File: src/rtl/me_seq_pkg.sv
// Shared types and constants for the motion-estimation frame sequencer:
// FSM state encoding, address width and the 3x3 candidate neighbourhood.
package me_seq_pkg;

    localparam int unsigned ADDR_W   = 8;
    localparam int unsigned NUM_CAND = 9;

    typedef enum logic [2:0] {
        ST_IDLE   = 3'd0,
        ST_XFER   = 3'd1,
        ST_LOAD   = 3'd2,
        ST_SEARCH = 3'd3,
        ST_DONE   = 3'd4
    } seq_state_e;

    // Candidate j sits at (dx, dy) from the block, i.e. linear offset dy*GRID_W + dx
    localparam int CAND_DX [NUM_CAND] = '{-1,  0,  1, -1, 0, 1, -1, 0, 1};
    localparam int CAND_DY [NUM_CAND] = '{-1, -1, -1,  0, 0, 0,  1, 1, 1};

    function automatic logic cand_in_grid(input int x, input int y, input int j,
                                          input int w, input int h);
        int nx;
        int ny;
        nx = x + CAND_DX[j];
        ny = y + CAND_DY[j];
        return (nx >= 0) && (nx < w) && (ny >= 0) && (ny < h);
    endfunction

endpackage

File: src/rtl/me_seq_addr_gen.sv
// Block walker for the search phase: row-major x/y counters, linear block
// address (8-bit, wraps) and, with SEQ_EDGE_MASK_EN, the in-grid candidate mask.
module me_seq_addr_gen
    import me_seq_pkg::*;
#(
    parameter int unsigned GRID_W = 5,
    parameter int unsigned GRID_H = 5
) (
    input  logic                clk,
    input  logic                rst_n,
    input  logic                clr,
    input  logic                adv,
    output logic [ADDR_W-1:0]   blk_addr_c,
    output logic                last_blk_c
`ifdef SEQ_EDGE_MASK_EN
    ,
    output logic [NUM_CAND-1:0] edge_mask_c
`endif
);

    localparam int unsigned X_W = $clog2(GRID_W);
    localparam int unsigned Y_W = (GRID_H > 1) ? $clog2(GRID_H) : 1;

    logic [X_W-1:0] x_q, x_d;
    logic [Y_W-1:0] y_q, y_d;
    logic           x_last;

    assign x_last = (x_q == X_W'(GRID_W - 1));

    always_comb begin
        x_d = x_q;
        y_d = y_q;
        if (clr) begin
            x_d = '0;
            y_d = '0;
        end else if (adv) begin
            if (x_last) begin
                x_d = '0;
                y_d = y_q + Y_W'(1);
            end else begin
                x_d = x_q + X_W'(1);
            end
        end
    end

    always_ff @(posedge clk or negedge rst_n) begin
        if (!rst_n) begin
            x_q <= '0;
            y_q <= '0;
        end else begin
            x_q <= x_d;
            y_q <= y_d;
        end
    end

    assign blk_addr_c = ADDR_W'(int'(y_q) * int'(GRID_W) + int'(x_q));
    assign last_blk_c = x_last && (y_q == Y_W'(GRID_H - 1));

`ifdef SEQ_EDGE_MASK_EN
    always_comb begin
        edge_mask_c = '0;
        for (int j = 0; j < int'(NUM_CAND); j++) begin
            edge_mask_c[j] = cand_in_grid(int'(x_q), int'(y_q), j, int'(GRID_W), int'(GRID_H));
        end
    end
`endif

endmodule

File: src/rtl/me_frame_sequencer.sv
// Frame sequencer: copies current frame A->B (reference), reloads A from the
// serial byte stream, then walks every block issuing read/calc/done pulses.
// Optional SEQ_EDGE_MASK_EN adds the edge_mask candidate-valid output.
module me_frame_sequencer
    import me_seq_pkg::*;
#(
    parameter int unsigned GRID_W         = 5,
    parameter int unsigned GRID_H         = 5,
    parameter int unsigned BYTES_PER_WORD = 4
) (
    input  logic                clk,
    input  logic                rst_n,
    input  logic                start,
    input  logic                s_valid,
    output logic                busy,
    output logic                s2p_shift,
    output logic                a_csb0,
    output logic                a_web0,
    output logic [ADDR_W-1:0]   a_addr0,
    output logic                a_csb1,
    output logic [ADDR_W-1:0]   a_addr1,
    output logic                b_csb0,
    output logic                b_web0,
    output logic [ADDR_W-1:0]   b_addr0,
    output logic                calc_en,
    output logic                blk_done,
    output logic                frame_done
`ifdef SEQ_EDGE_MASK_EN
    ,
    output logic [NUM_CAND-1:0] edge_mask
`endif
);

    localparam int unsigned N     = GRID_W * GRID_H;
    localparam int unsigned CNT_W = ADDR_W + 1;
    localparam int unsigned BC_W  = (BYTES_PER_WORD > 1) ? $clog2(BYTES_PER_WORD) : 1;

    seq_state_e         state_q, state_d;
    logic [CNT_W-1:0]   xfer_cnt_q, xfer_cnt_d;
    logic [BC_W-1:0]    byte_cnt_q, byte_cnt_d;
    logic [ADDR_W-1:0]  word_idx_q, word_idx_d;
    logic               phase_q, phase_d;
    logic               drain_q, drain_d;

    logic               busy_q, busy_d;
    logic               a_csb0_q, a_csb0_d, a_web0_q, a_web0_d;
    logic [ADDR_W-1:0]  a_addr0_q, a_addr0_d;
    logic               a_csb1_q, a_csb1_d;
    logic [ADDR_W-1:0]  a_addr1_q, a_addr1_d;
    logic               b_csb0_q, b_csb0_d, b_web0_q, b_web0_d;
    logic [ADDR_W-1:0]  b_addr0_q, b_addr0_d;
    logic               calc_en_q, calc_en_d;
    logic               blk_done_q, blk_done_d;
    logic               frame_done_q, frame_done_d;

    logic               byte_last, word_last, xfer_end;
    logic               gen_clr, gen_adv;
    logic [ADDR_W-1:0]  blk_addr_c;
    logic               last_blk_c;
`ifdef SEQ_EDGE_MASK_EN
    logic [NUM_CAND-1:0] edge_mask_c;
    logic [NUM_CAND-1:0] edge_mask_q, edge_mask_d;
`endif

    // Byte capture follows s_valid combinationally so the s2p latches the present byte
    assign s2p_shift = s_valid && (state_q == ST_LOAD);

    assign byte_last = (byte_cnt_q == BC_W'(BYTES_PER_WORD - 1));
    assign word_last = (word_idx_q == ADDR_W'(N - 1));
    assign xfer_end  = (xfer_cnt_q == CNT_W'(N));
    assign gen_clr   = (state_q == ST_IDLE) && start;
    assign gen_adv   = (state_q == ST_SEARCH) && !drain_q && phase_q && !last_blk_c;

    me_seq_addr_gen #(
        .GRID_W (GRID_W),
        .GRID_H (GRID_H)
    ) u_addr_gen (
        .clk        (clk),
        .rst_n      (rst_n),
        .clr        (gen_clr),
        .adv        (gen_adv),
        .blk_addr_c (blk_addr_c),
        .last_blk_c (last_blk_c)
`ifdef SEQ_EDGE_MASK_EN
        ,
        .edge_mask_c(edge_mask_c)
`endif
    );

    always_ff @(posedge clk or negedge rst_n) begin
        if (!rst_n) begin
            state_q    <= ST_IDLE;
            xfer_cnt_q <= '0;
            byte_cnt_q <= '0;
            word_idx_q <= '0;
            phase_q    <= 1'b0;
            drain_q    <= 1'b0;
        end else begin
            state_q    <= state_d;
            xfer_cnt_q <= xfer_cnt_d;
            byte_cnt_q <= byte_cnt_d;
            word_idx_q <= word_idx_d;
            phase_q    <= phase_d;
            drain_q    <= drain_d;
        end
    end

    // Next state; SEARCH holds one drain cycle so DONE lines up with the last blk_done
    always_comb begin
        state_d    = state_q;
        xfer_cnt_d = xfer_cnt_q;
        byte_cnt_d = byte_cnt_q;
        word_idx_d = word_idx_q;
        phase_d    = phase_q;
        drain_d    = drain_q;
        unique case (state_q)
            ST_IDLE: begin
                if (start) begin
                    state_d    = ST_XFER;
                    xfer_cnt_d = '0;
                    byte_cnt_d = '0;
                    word_idx_d = '0;
                    phase_d    = 1'b0;
                    drain_d    = 1'b0;
                end
            end
            ST_XFER: begin
                xfer_cnt_d = xfer_cnt_q + CNT_W'(1);
                if (xfer_end) state_d = ST_LOAD;
            end
            ST_LOAD: begin
                if (s2p_shift) begin
                    if (byte_last) begin
                        byte_cnt_d = '0;
                        word_idx_d = word_idx_q + ADDR_W'(1);
                        if (word_last) state_d = ST_SEARCH;
                    end else begin
                        byte_cnt_d = byte_cnt_q + BC_W'(1);
                    end
                end
            end
            ST_SEARCH: begin
                if (drain_q) begin
                    state_d = ST_DONE;
                end else begin
                    phase_d = ~phase_q;
                    if (phase_q && last_blk_c) drain_d = 1'b1;
                end
            end
            ST_DONE: state_d = ST_IDLE;
            default: state_d = ST_IDLE;
        endcase
    end

    // Output decode; every port below is registered, so it trails state_q by one cycle
    always_comb begin
        busy_d       = (state_q != ST_IDLE);
        a_csb0_d     = 1'b1;
        a_web0_d     = 1'b1;
        a_addr0_d    = a_addr0_q;
        a_csb1_d     = 1'b1;
        a_addr1_d    = a_addr1_q;
        b_csb0_d     = 1'b1;
        b_web0_d     = 1'b1;
        b_addr0_d    = b_addr0_q;
        calc_en_d    = 1'b0;
        blk_done_d   = calc_en_q;
        frame_done_d = 1'b0;
`ifdef SEQ_EDGE_MASK_EN
        edge_mask_d  = edge_mask_q;
`endif
        unique case (state_q)
            ST_XFER: begin
                if (xfer_cnt_q < CNT_W'(N)) begin
                    a_csb1_d  = 1'b0;
                    a_addr1_d = xfer_cnt_q[ADDR_W-1:0];
                end
                if (xfer_cnt_q != '0) begin
                    b_csb0_d  = 1'b0;
                    b_web0_d  = 1'b0;
                    b_addr0_d = ADDR_W'(xfer_cnt_q - CNT_W'(1));
                end
            end
            ST_LOAD: begin
                if (s2p_shift && byte_last) begin
                    a_csb0_d  = 1'b0;
                    a_web0_d  = 1'b0;
                    a_addr0_d = word_idx_q;
                end
            end
            ST_SEARCH: begin
                if (!drain_q) begin
                    if (!phase_q) begin
                        a_csb1_d  = 1'b0;
                        a_addr1_d = blk_addr_c;
                    end else begin
                        calc_en_d = 1'b1;
`ifdef SEQ_EDGE_MASK_EN
                        edge_mask_d = edge_mask_c;
`endif
                    end
                end
            end
            ST_DONE: frame_done_d = 1'b1;
            default: ;
        endcase
    end

    always_ff @(posedge clk or negedge rst_n) begin
        if (!rst_n) begin
            busy_q       <= 1'b0;
            a_csb0_q     <= 1'b1;
            a_web0_q     <= 1'b1;
            a_addr0_q    <= '0;
            a_csb1_q     <= 1'b1;
            a_addr1_q    <= '0;
            b_csb0_q     <= 1'b1;
            b_web0_q     <= 1'b1;
            b_addr0_q    <= '0;
            calc_en_q    <= 1'b0;
            blk_done_q   <= 1'b0;
            frame_done_q <= 1'b0;
`ifdef SEQ_EDGE_MASK_EN
            edge_mask_q  <= '0;
`endif
        end else begin
            busy_q       <= busy_d;
            a_csb0_q     <= a_csb0_d;
            a_web0_q     <= a_web0_d;
            a_addr0_q    <= a_addr0_d;
            a_csb1_q     <= a_csb1_d;
            a_addr1_q    <= a_addr1_d;
            b_csb0_q     <= b_csb0_d;
            b_web0_q     <= b_web0_d;
            b_addr0_q    <= b_addr0_d;
            calc_en_q    <= calc_en_d;
            blk_done_q   <= blk_done_d;
            frame_done_q <= frame_done_d;
`ifdef SEQ_EDGE_MASK_EN
            edge_mask_q  <= edge_mask_d;
`endif
        end
    end

    assign busy       = busy_q;
    assign a_csb0     = a_csb0_q;
    assign a_web0     = a_web0_q;
    assign a_addr0    = a_addr0_q;
    assign a_csb1     = a_csb1_q;
    assign a_addr1    = a_addr1_q;
    assign b_csb0     = b_csb0_q;
    assign b_web0     = b_web0_q;
    assign b_addr0    = b_addr0_q;
    assign calc_en    = calc_en_q;
    assign blk_done   = blk_done_q;
    assign frame_done = frame_done_q;
`ifdef SEQ_EDGE_MASK_EN
    assign edge_mask  = edge_mask_q;
`endif

endmodule

File: config.mk
export PLATFORM = sky130hd
export DESIGN_NAME = me_frame_sequencer
export DESIGN_NICKNAME = d
export VERILOG_FILES = /design/src/rtl/me_seq_pkg.sv /design/src/rtl/me_seq_addr_gen.sv /design/src/rtl/me_frame_sequencer.sv
export SDC_FILE = /design/constraint.sdc
export NUM_CORES = 1
export LEC_CHECK = 0
export ABC_AREA = 1
export CAP_MARGIN = 5
export CORE_AREA = 2 2 60 105
export DETAILED_ROUTE_END_ITERATION = 12
export DIE_AREA = 0 0 62 107
export GPL_TIMING_DRIVEN = 0
export PLACE_DENSITY_LB_ADDON = 0.15
export SLEW_MARGIN = 5
export SYNTH_ARGS = -nofsm -noshare
export SYNTH_HDL_FRONTEND = slang
export SYNTH_HIERARCHICAL = 1
export SYNTH_SLANG_ARGS = --single-unit
File: constraint.sdc
create_clock -name clk -period 4.4 [get_ports clk]
set_input_delay 0.88 -clock clk [delete_from_list [all_inputs] [get_ports clk]]
set_output_delay 0.88 -clock clk [all_outputs]
set_load 0.05 [all_outputs]
==> flow_summary.toml <==
[power_and_ir_drop]
worst_ir_drop_vdd_v = 0.000226
p_per_area_nw_per_um2 = 255
leakage_nw = 2.01

[critical_path]
cp.required_ps = 3520
worst-setup-path-type = "in2out"
critPathMaxFanout = 5
crit_start = "s_valid"
rrSetupSlack_ps = 2330
start_kind = "input pin"
cp.arrival_ps = 2450
reg2reg_from = "u_addr_gen/y_q[0]"
worst_setup_path_end_kind = "output port"
r2r_cells = 9
reg2reg_to = "a_addr1[5]"

[global_route]
grt_max_degree = 62
grt_pass1_vias = 2709
grt_pass1_wl_mm = 12.2
overflow = 0
track_usage_pct = 25.2
antenna_found_initial = 0

[sta]
tightestPinTransition_ps = 776
rsz0062_at_grt = "false"
finalCriticalPeriod_ps = 3330
relSlewSlack_pct = 48.3
setup-tns-final_ps = 0
timing.final.hold_violations = 0
skew_ps = 9.83
fin_crit_sh_pct = 75.6
hold_slack_ps = 369
slew_violations = 0
max_freq_mhz = 301
setup_viol_count_final = 0

[worst_hold_path]
min_path_cells = 0
hp-class = "reg2reg"
hp-start = "calc_en"
hold_end = "blk_done"

[yosys]
yosys_warnings = 6
seq_area_frac_synth_pct = 45.4
synth-edff-count = 0
syn_avg_cell_area_um2 = 8.26
synth_ff_type = "dfrtp_1"
syn-cell-area_um2 = 3370
async_reset_ff_share_pct = 100
synth-seq-cells = 61
syn_inst = 408
yosys.cell_types.count = 36

[finish]
final_area_um2 = 4010
finalNetCount = 482
layout_commonest_cell = "nand2_1"
fillers = 471
syn2layout_area_growth_pct = 19.0
drive_gt1_share_pct = 11.9
n_antenna_cell = 0
final_cell_mix = "nand2_1 (128), dfrtp_1 (58), inv_1 (42)"

[run]
maxCapViolCount = 0

[floorplan]
coreArea_um2 = 5790
die-width_um = 62
initial_core_util_pct = 58.2
ios = 38
dieHeight_um = 107
rows = 37
die-area_um2 = 6630

[route]
final_antenna_net_count = 0
vias_per_cell = 5.12
vias = 2765
wl_mm = 7.14
dr.pass1.iters = 4
wl_per_cell_um = 13.2
drc = 0
drtIter0Drc = 152

[clocking]
post_cts_buffers = 0
clk_latency_ps = 350
cts_resized = 0
cts_sinks = 61
clock-root-buffer = "clkbuf_8"
postCtsHoldBufs = 0
clockBufferDepth = 2
h-tree-depth = 3
cts_buffers = 9
cts.clk_slew.worst_paths_ps = 60
cts_tree = "done"

[placed_design]
hpwl_mm = 5.41
place_area_um2 = 3840
io_buffers = 37
gp_congestion = 0.904

[status]
status = "complete, no violations"
Yosys cell counts (2+ instances only):
cell type / n / share of area [%]
xnor2_1: 2 / 0.52
a21oi_1: 5 / 0.74
nor3_1: 3 / 0.45
dfrtp_1: 58 / 43
o22ai_1: 4 / 0.74
inv_1: 42 / 4.7
nand2_4: 5 / 1.7
nand2_1: 128 / 14
nand3_2: 2 / 0.59
buf_4: 4 / 0.89
nand4_1: 3 / 0.56
xor2_1: 6 / 1.6
nand3_1: 32 / 4.8
buf_2: 2 / 0.30
ha_1: 20 / 7.4
buf_6: 2 / 0.67
o21ai_1: 18 / 2.7
inv_4: 2 / 0.37
o21ai_0: 21 / 3.1
inv_2: 5 / 0.56
nor2_4: 3 / 1.0
nand2_2: 5 / 0.93
dfstp_2: 3 / 2.3
nor2_1: 21 / 2.3
cell type report:
class	count	area [µm²]	share of cell area, %
Buffer	8	62.6	1.56
Clock buffer	14	163	4.05
Clock inverter	2	10.0	0.249
Inverter	50	194	4.83
Multi-Input combinational cell	290	1590	39.6
Sequential cell	61	1530	38.1
Tap cell	78	97.6	2.43
Timing Repair Buffer	37	368	9.17
registers in the layout (all words and copies together), names as in the netlist, 2 cells and up:
name	flops
u_addr_gen/y_q	3
b_addr0	8
a_addr1	8
word_idx_q	8
a_addr0	8
state_q	3
byte_cnt_q	2
xfer_cnt_q	9
u_addr_gen/x_q	3
routing by layer:
layer  part of all wire (%)  GRT usage (%)
met2                     56           43.0
met5                      0              0
met4                    3.9           14.0
met1                     37           27.5
met3                    3.0           4.95
worst max path at each step:
stage                           end  slack [ps]
final                     s2p_shift        1070
after CTS                 s2p_shift        1070
after floorplan           s2p_shift        2210
after detailed placement  s2p_shift        1080
after global routing      s2p_shift        1020
after global placement      calc_en         480
per-stage QoR:
step,utilization [%],std cells,setup WS (ps),power [W]
global placement,66.4,524,481,0.000592
floorplan,-,409,2210,0.000577
CTS,69.3,540,1070,0.00104
finish,69.3,540,1070,0.00102
detailed placement,66.4,524,1080,0.000592
global route,69.3,540,1020,0.00107
where the power goes:
part | leakage (nW) | switching, W | internal (W)
logic | 1.15 | 0.0000141 | 0.00000446
clock network | 0.0905 | 0.000208 | 0.000234
registers | 0.776 | 0.000000655 | 0.000562
worst max-delay path, cell delays in order:
cell	delay, ps
clkdlybuf4s50_1	450
inv_1	110
nor2_4	180
clkdlybuf4s50_1	820
logic make-up after synthesis:
kind of cell,after synthesis,share of synthesized area (%)
other cells,1,0.111
compound gates,53,8.76
flops,61,45.4
xor+xnor,8,2.08
fa+ha+maj,21,8.02
simple gates,206,28.0
buf+inv,58,7.61
(Power assumes the default switching activity.)
